<file path="config.mk">
export PLATFORM = sky130hd
export DESIGN_NAME = char_draw_scheduler
export DESIGN_NICKNAME = d
export VERILOG_FILES = /design/src/rtl/char_draw_scheduler.sv
export SDC_FILE = /design/constraint.sdc
export NUM_CORES = 1
export LEC_CHECK = 0
export CAP_MARGIN = 20
export CELL_PAD_IN_SITES_DETAIL_PLACEMENT = 0
export CELL_PAD_IN_SITES_GLOBAL_PLACEMENT = 1
export CORE_MARGIN = 2
export CORE_UTILIZATION = 31
export DETAILED_ROUTE_END_ITERATION = 7
export GPL_TIMING_DRIVEN = 0
export PLACE_DENSITY = 0.79
export SETUP_SLACK_MARGIN = 0.02
export SYNTH_ARGS = -nofsm -noshare
export SYNTH_HDL_FRONTEND = slang
export SYNTH_SLANG_ARGS = --single-unit
</file>
<file path="constraint.sdc">
create_clock -name clk -period 2.41 [get_ports clk]
set_input_delay 0.3615 -clock clk [delete_from_list [all_inputs] [get_ports clk]]
set_output_delay 0.3615 -clock clk [all_outputs]
set_load 0.02 [all_outputs]
</file>
<file path="src/rtl/char_draw_scheduler.sv">
// -----------------------------------------------------------------------------
// char_draw_scheduler
//   Round-robin scheduler that shares one glyph-render engine among NUM_REQ
//   text-field requesters. One request is accepted at a time, handed to the
//   renderer, and its completion is awaited before priority rotates.
//
//   Optional feature macro: CHAR_CACHE_EN
//     When defined, a per-requester {valid, coor, char} cache suppresses
//     redraws of an identical glyph. Undefined (default): every accepted
//     request is drawn.
//
// Parameters
//   NUM_REQ      number of requesters (2..8)
//   TIMEOUT_CYC  max cycles spent waiting for draw_done before abort (>=2)
//
// Ports
//   clk          system clock, rising edge
//   rst_n        asynchronous active-low reset
//   req_valid    per-requester request pending
//   req_coor     requester i coordinate in bits [12*i+11:12*i]
//   req_char     requester i char code in bits [6*i+5:6*i]
//   req_ready    one-hot accept strobe (only in IDLE)
//   draw_valid   command to renderer valid
//   draw_coor    latched coordinate
//   draw_char    latched char code
//   draw_ready   renderer accepts command
//   draw_done    renderer finished glyph (1-cycle pulse)
//   grant_id     index of requester currently being served
//   busy         scheduler not idle
//   timeout      1-cycle pulse in the final waiting cycle when done never came
// -----------------------------------------------------------------------------
module char_draw_scheduler #(
   parameter int NUM_REQ     = 4,
   parameter int TIMEOUT_CYC = 4096
) (
   input  logic                       clk,
   input  logic                       rst_n,
   input  logic [NUM_REQ-1:0]         req_valid,
   input  logic [NUM_REQ*12-1:0]      req_coor,
   input  logic [NUM_REQ*6-1:0]       req_char,
   output logic [NUM_REQ-1:0]         req_ready,
   output logic                       draw_valid,
   output logic [11:0]                draw_coor,
   output logic [5:0]                 draw_char,
   input  logic                       draw_ready,
   input  logic                       draw_done,
   output logic [$clog2(NUM_REQ)-1:0] grant_id,
   output logic                       busy,
   output logic                       timeout
);

   localparam int ID_W  = $clog2(NUM_REQ);
   localparam int CNT_W = $clog2(TIMEOUT_CYC);
   localparam logic [CNT_W-1:0] CNT_LAST = CNT_W'(TIMEOUT_CYC - 1);
   localparam logic [ID_W-1:0]  PTR_RST  = ID_W'(NUM_REQ - 1);

   typedef enum logic [1:0] {
      IDLE      = 2'd0,
      ISSUE     = 2'd1,
      WAIT_DONE = 2'd2
   } state_t;

   state_t           state;
   state_t           state_nxt;
   logic [ID_W-1:0]  ptr;
   logic [ID_W-1:0]  winner;
   logic             found;
   logic [11:0]      sel_coor;
   logic [5:0]       sel_char;
   logic [CNT_W-1:0] wait_cnt;
   logic             accept;
   logic             launch;
   logic             hit;

   // Round-robin search starting one past the last winner, wrapping around.
   always_comb begin : arb
      logic [ID_W-1:0] idx;
      found  = 1'b0;
      winner = '0;
      idx    = '0;
      for (int k = 1; k <= NUM_REQ; k++) begin
         idx = ID_W'((int'(ptr) + k) % NUM_REQ);
         if (!found && req_valid[idx]) begin
            found  = 1'b1;
            winner = idx;
         end
      end
   end

   always_comb begin
      sel_coor = '0;
      sel_char = '0;
      for (int i = 0; i < NUM_REQ; i++) begin
         if (winner == ID_W'(i)) begin
            sel_coor = req_coor[12*i +: 12];
            sel_char = req_char[6*i +: 6];
         end
      end
   end

`ifdef CHAR_CACHE_EN
   logic [NUM_REQ-1:0] cache_vld;
   logic [11:0]        cache_coor [NUM_REQ];
   logic [5:0]         cache_char [NUM_REQ];

   assign hit = cache_vld[winner] &&
                (cache_coor[winner] == sel_coor) &&
                (cache_char[winner] == sel_char);

   // Only a completed draw refreshes the entry; an aborted draw may not have
   // reached the screen, so the old entry is kept.
   always_ff @(posedge clk or negedge rst_n) begin
      if (!rst_n) begin
         cache_vld <= '0;
         for (int i = 0; i < NUM_REQ; i++) begin
            cache_coor[i] <= '0;
            cache_char[i] <= '0;
         end
      end else if (state == WAIT_DONE && draw_done) begin
         cache_vld[grant_id]  <= 1'b1;
         cache_coor[grant_id] <= draw_coor;
         cache_char[grant_id] <= draw_char;
      end
   end
`else
   assign hit = 1'b0;
`endif

   always_ff @(posedge clk or negedge rst_n) begin
      if (!rst_n) state <= IDLE;
      else        state <= state_nxt;
   end

   always_comb begin
      state_nxt = state;
      req_ready = '0;
      accept    = 1'b0;
      launch    = 1'b0;
      timeout   = 1'b0;
      case (state)
         IDLE: begin
            if (found) begin
               req_ready[winner] = 1'b1;
               accept            = 1'b1;
               // A cache hit consumes the request without a redraw.
               if (!hit) begin
                  launch    = 1'b1;
                  state_nxt = ISSUE;
               end
            end
         end
         ISSUE: begin
            if (draw_ready) state_nxt = WAIT_DONE;
         end
         WAIT_DONE: begin
            // Done on the final count wins over the abort.
            if (draw_done) begin
               state_nxt = IDLE;
            end else if (wait_cnt == CNT_LAST) begin
               timeout   = 1'b1;
               state_nxt = IDLE;
            end
         end
         default: state_nxt = IDLE;
      endcase
   end

   assign draw_valid = (state == ISSUE);
   assign busy       = (state != IDLE);

   always_ff @(posedge clk or negedge rst_n) begin
      if (!rst_n) begin
         ptr       <= PTR_RST;
         grant_id  <= '0;
         draw_coor <= '0;
         draw_char <= '0;
         wait_cnt  <= '0;
      end else begin
         if (accept) ptr <= winner;
         if (launch) begin
            grant_id  <= winner;
            draw_coor <= sel_coor;
            draw_char <= sel_char;
         end
         // Counter is zero on the first WAIT_DONE cycle.
         if (state == ISSUE)          wait_cnt <= '0;
         else if (state == WAIT_DONE) wait_cnt <= wait_cnt + 1'b1;
      end
   end

endmodule

</file>
==> impl_metrics.py <==
metrics = {
    "setup_path": {
        "required_ps": 2050,
        "worst-path-max-fanout": 4,
        "criticalPathCategory": "reg2out",
        "regToRegSetupSlack_ps": 170,
        "cp-end-kind": "output pin",
        "cp.arrival_ps": 1980,
        "worstSetupStartpointType": "flip-flop",
    },
    "placed_design": {
        "place_inst": 488,
        "dp_hpwl_mm": 5.51,
        "portBuffers": 106,
        "gp_congestion": 0.765,
        "post-place-ws_ps": -843,
    },
    "global_routing": {
        "gr-usage-all-layers_pct": 17.6,
        "antenna_found_initial": 0,
        "grt_pass1_wl_mm": 12.1,
        "grt_start_max_net_pins": 37,
        "grt_overflow_total": 0,
        "grt_pass1_vias": 2469,
    },
    "timing": {
        "fin_skew_ps": 5.52,
        "worstMarginPinSlew_ps": 815,
        "maxSlewViolCount": 0,
        "fin_crit_sh_pct": 97.1,
        "relSlewSlack_pct": 45.7,
        "timing.fmax_mhz": 427,
        "setup_viol": 0,
        "rsz0062_at_grt": "yes",
        "whs_ps": 161,
        "hold_violations": 0,
        "finalWorstSetupSlack_ps": 70.3,
        "layout_min_cycle_time_ps": 2340,
    },
    "clocking": {
        "cts_made_buffers": 5,
        "h-tree-depth": 2,
        "clk_latency_ps": 290,
        "hold_buffers": 0,
        "cts.sinks": 36,
        "cts_tree": "done",
        "clk_pin_slew_ps": 70,
        "clock_path_buffers": 2,
        "clock-root-buffer": "clkbuf_8",
    },
    "detailed_routing": {
        "first_iter_violations": 103,
        "antenna_left": 0,
        "num_vias": 2472,
        "drc": 0,
        "vias_per_cell": 4.79,
        "wl_mm": 7.42,
        "wl_per_cell_um": 14.4,
        "firstDrtPassIters": 4,
    },
    "die": {
        "io_pins": 107,
        "row_count": 32,
        "die_w_um": 93.5,
        "core_area_um2": 7730,
        "die-area_um2": 8740,
        "die-height_um": 93.5,
        "start_util_pct": 32.1,
    },
    "cells_and_area": {
        "nets": 497,
        "antenna_cells": 0,
        "multi_input_comb_area_um2": 1440,
        "drive_gt1_share_pct": 17.9,
        "fill_cells": 726,
        "regArea_um2": 903,
        "stdcell_count": 516,
        "synthToLayoutAreaGrowth_pct": 62.1,
    },
    "worst_hold_path": {
        "hp-class": "in2async",
    },
    "yosys": {
        "synth_seq_cells": 36,
        "synth_edf_count": 0,
        "syn_inst": 280,
        "synthSimpleGateAreaFrac_pct": 22.3,
        "synthArstFlopShare_pct": 100,
        "synth_ff_type": "dfrtp_1",
        "synth_top_family_by_area": "simple AND/OR/NAND/NOR gates",
        "syn_nets": 364,
        "synth_mux_area_share_pct": 8.07,
        "avgSynthCellArea_um2": 8.86,
        "synthXorXnorAreaFrac_pct": 2.12,
        "ys_seq_area_share_pct": 36.4,
        "yosysUniqueCellTypes": 45,
        "synthAdderAreaFrac_pct": 2.02,
        "yosys_warnings": 0,
        "synth.cell_area_um2": 2480,
        "synth_compound_area_share_pct": 19.9,
    },
    "power_and_ir_drop": {
        "ir_drop_uv": 409,
        "leakagePower_nw": 1.77,
        "p_per_area_nw_per_um2": 1050,
    },
    "run_status": {
        "status": "completed",
    },
    "flow_run": {
        "drv_cap": 0,
    },
}
==> logic make-up after synthesis <==
kind of cell / count (synthesis)
compound gates: 76
xor+xnor: 6
fa+ha+maj: 4
buf+inv: 48
flops: 36
mux: 20
simple gates: 90
==> final cells by class <==
| class | count | area share (%) |
|---|---|---|
| Tap cell | 102 | 3.17 |
| Clock buffer | 6 | 1.80 |
| Clock inverter | 2 | 0.871 |
| Sequential cell | 36 | 22.5 |
| Buffer | 21 | 3.86 |
| Inverter | 27 | 2.52 |
| Multi-Input combinational cell | 196 | 35.8 |
| Timing Repair Buffer | 126 | 29.5 |
==> worst max-delay path, cell delays in order, from the launching register on <==
cell and delay [ps]:
dfstp_2 540, and2b_4 200, o21ai_4 180, buf_6 140, buf_8 100, nand2_8 50, a211oi_4 180, nor2b_4 180
buf_6 110
==> where the power goes <==
part,switching [mW],internal [mW],leakage [nW]
Sequential,0.156,0.851,0.457
Clock,0.219,0.307,0.0552
Combinational,1.37,1.31,1.26
Total,1.75,2.47,1.77
==> per-layer routing <==
layer  vias up  part of all wire, %  GRT usage (%)
met5         -                    0              0
met4         0                 0.84           3.43
met3         6                  5.2           3.63
met2        68                   49           29.2
met1      1137                   45           23.7
li1       1261                    -              -
==> Yosys cell counts, types with 2 or more instances <==
| cell type | count | area share [%] |
|---|---|---|
| nand3_2 | 2 | 0.81 |
| clkbuf_1 | 8 | 1.2 |
| nand3_1 | 2 | 0.40 |
| nor2b_1 | 2 | 0.50 |
| mux2i_1 | 20 | 8.1 |
| dfrtp_1 | 34 | 34 |
| dfstp_2 | 2 | 2.1 |
| and4_1 | 18 | 6.4 |
| o211ai_1 | 18 | 5.4 |
| inv_1 | 27 | 4.1 |
| o21ai_1 | 3 | 0.60 |
| buf_2 | 7 | 1.4 |
| nand4_1 | 2 | 0.50 |
| nor2_1 | 12 | 1.8 |
| buf_4 | 2 | 0.60 |
| nand2b_1 | 6 | 1.5 |
| nand2_1 | 32 | 4.8 |
| o21ai_0 | 23 | 4.6 |
| a21oi_1 | 5 | 1.0 |
| xor2_1 | 4 | 1.4 |
| buf_6 | 4 | 1.8 |
| and3_1 | 2 | 0.50 |
| a31oi_1 | 19 | 4.8 |
| xnor2_1 | 2 | 0.71 |
| ha_1 | 4 | 2.0 |
==> final timing paths <==
check / end / startpoint / depth (start not counted)
min reg2reg: grant_id[1]$_DFFE_PN0P_ / grant_id[1]$_DFFE_PN0P_ / 2
max: req_ready[0] / ptr[0]$_DFFE_PN1P_ / 8
min in group clk: grant_id[1]$_DFFE_PN0P_ / grant_id[1]$_DFFE_PN0P_ / 2
max reg2reg: grant_id[0]$_DFFE_PN0P_ / ptr[0]$_DFFE_PN1P_ / 14
min: state[0]$_DFFE_PN0P_ / rst_n / 1
max in group asynchronous: wait_cnt[5]$_DFFE_PN0P_ / rst_n / 1
==> per-stage QoR <==
step | util [%] | power (mW) | instance area (um2) | TNS, ps
after floorplan | - | 2.46 | 2480 | 0
after global placement | 47.5 | 3.34 | 3670 | -5160
after detailed placement | 47.4 | 3.37 | 3660 | -5660
after CTS | 50.7 | 4.12 | 3920 | -9.22
after global routing | 52.1 | 4.54 | 4020 | -17.6
final | 52.1 | 4.21 | 4020 | 0
==> what timing repair did <==
item,4_1_cts,5_1_grt
pin swaps,4,5
buffers inserted,13,8
gates resized for setup,40,20
endpoints found under the setup margin,5,7
==> registers in the layout, indices dropped and copies added, names as in the netlist <==
| name | cells |
|---|---|
| ptr | 2 |
| state | 2 |
| wait_cnt | 12 |
| draw_char | 6 |
| grant_id | 2 |
| draw_coor | 12 |
==> placed cells by master (no fill, tap or decap), types with 3 or more instances in the layout <==
| master | count |
|---|---|
| inv_2 | 3 |
| clkdlybuf4s15_1 | 3 |
| clkbuf_8 | 5 |
| inv_1 | 24 |
| nand2_1 | 31 |
| nand2b_1 | 5 |
| a21oi_1 | 5 |
| o21ai_0 | 23 |
| a31oi_1 | 19 |
| buf_2 | 9 |
| buf_6 | 7 |
| o211ai_1 | 18 |
| clkdlybuf4s50_1 | 96 |
| xor2_1 | 4 |
| clkbuf_1 | 9 |
| dfrtp_1 | 34 |
| buf_4 | 20 |
| mux2i_1 | 20 |
| and4_1 | 18 |
| nand3_2 | 3 |
| nor2_1 | 12 |
(Power assumes the default switching activity.)
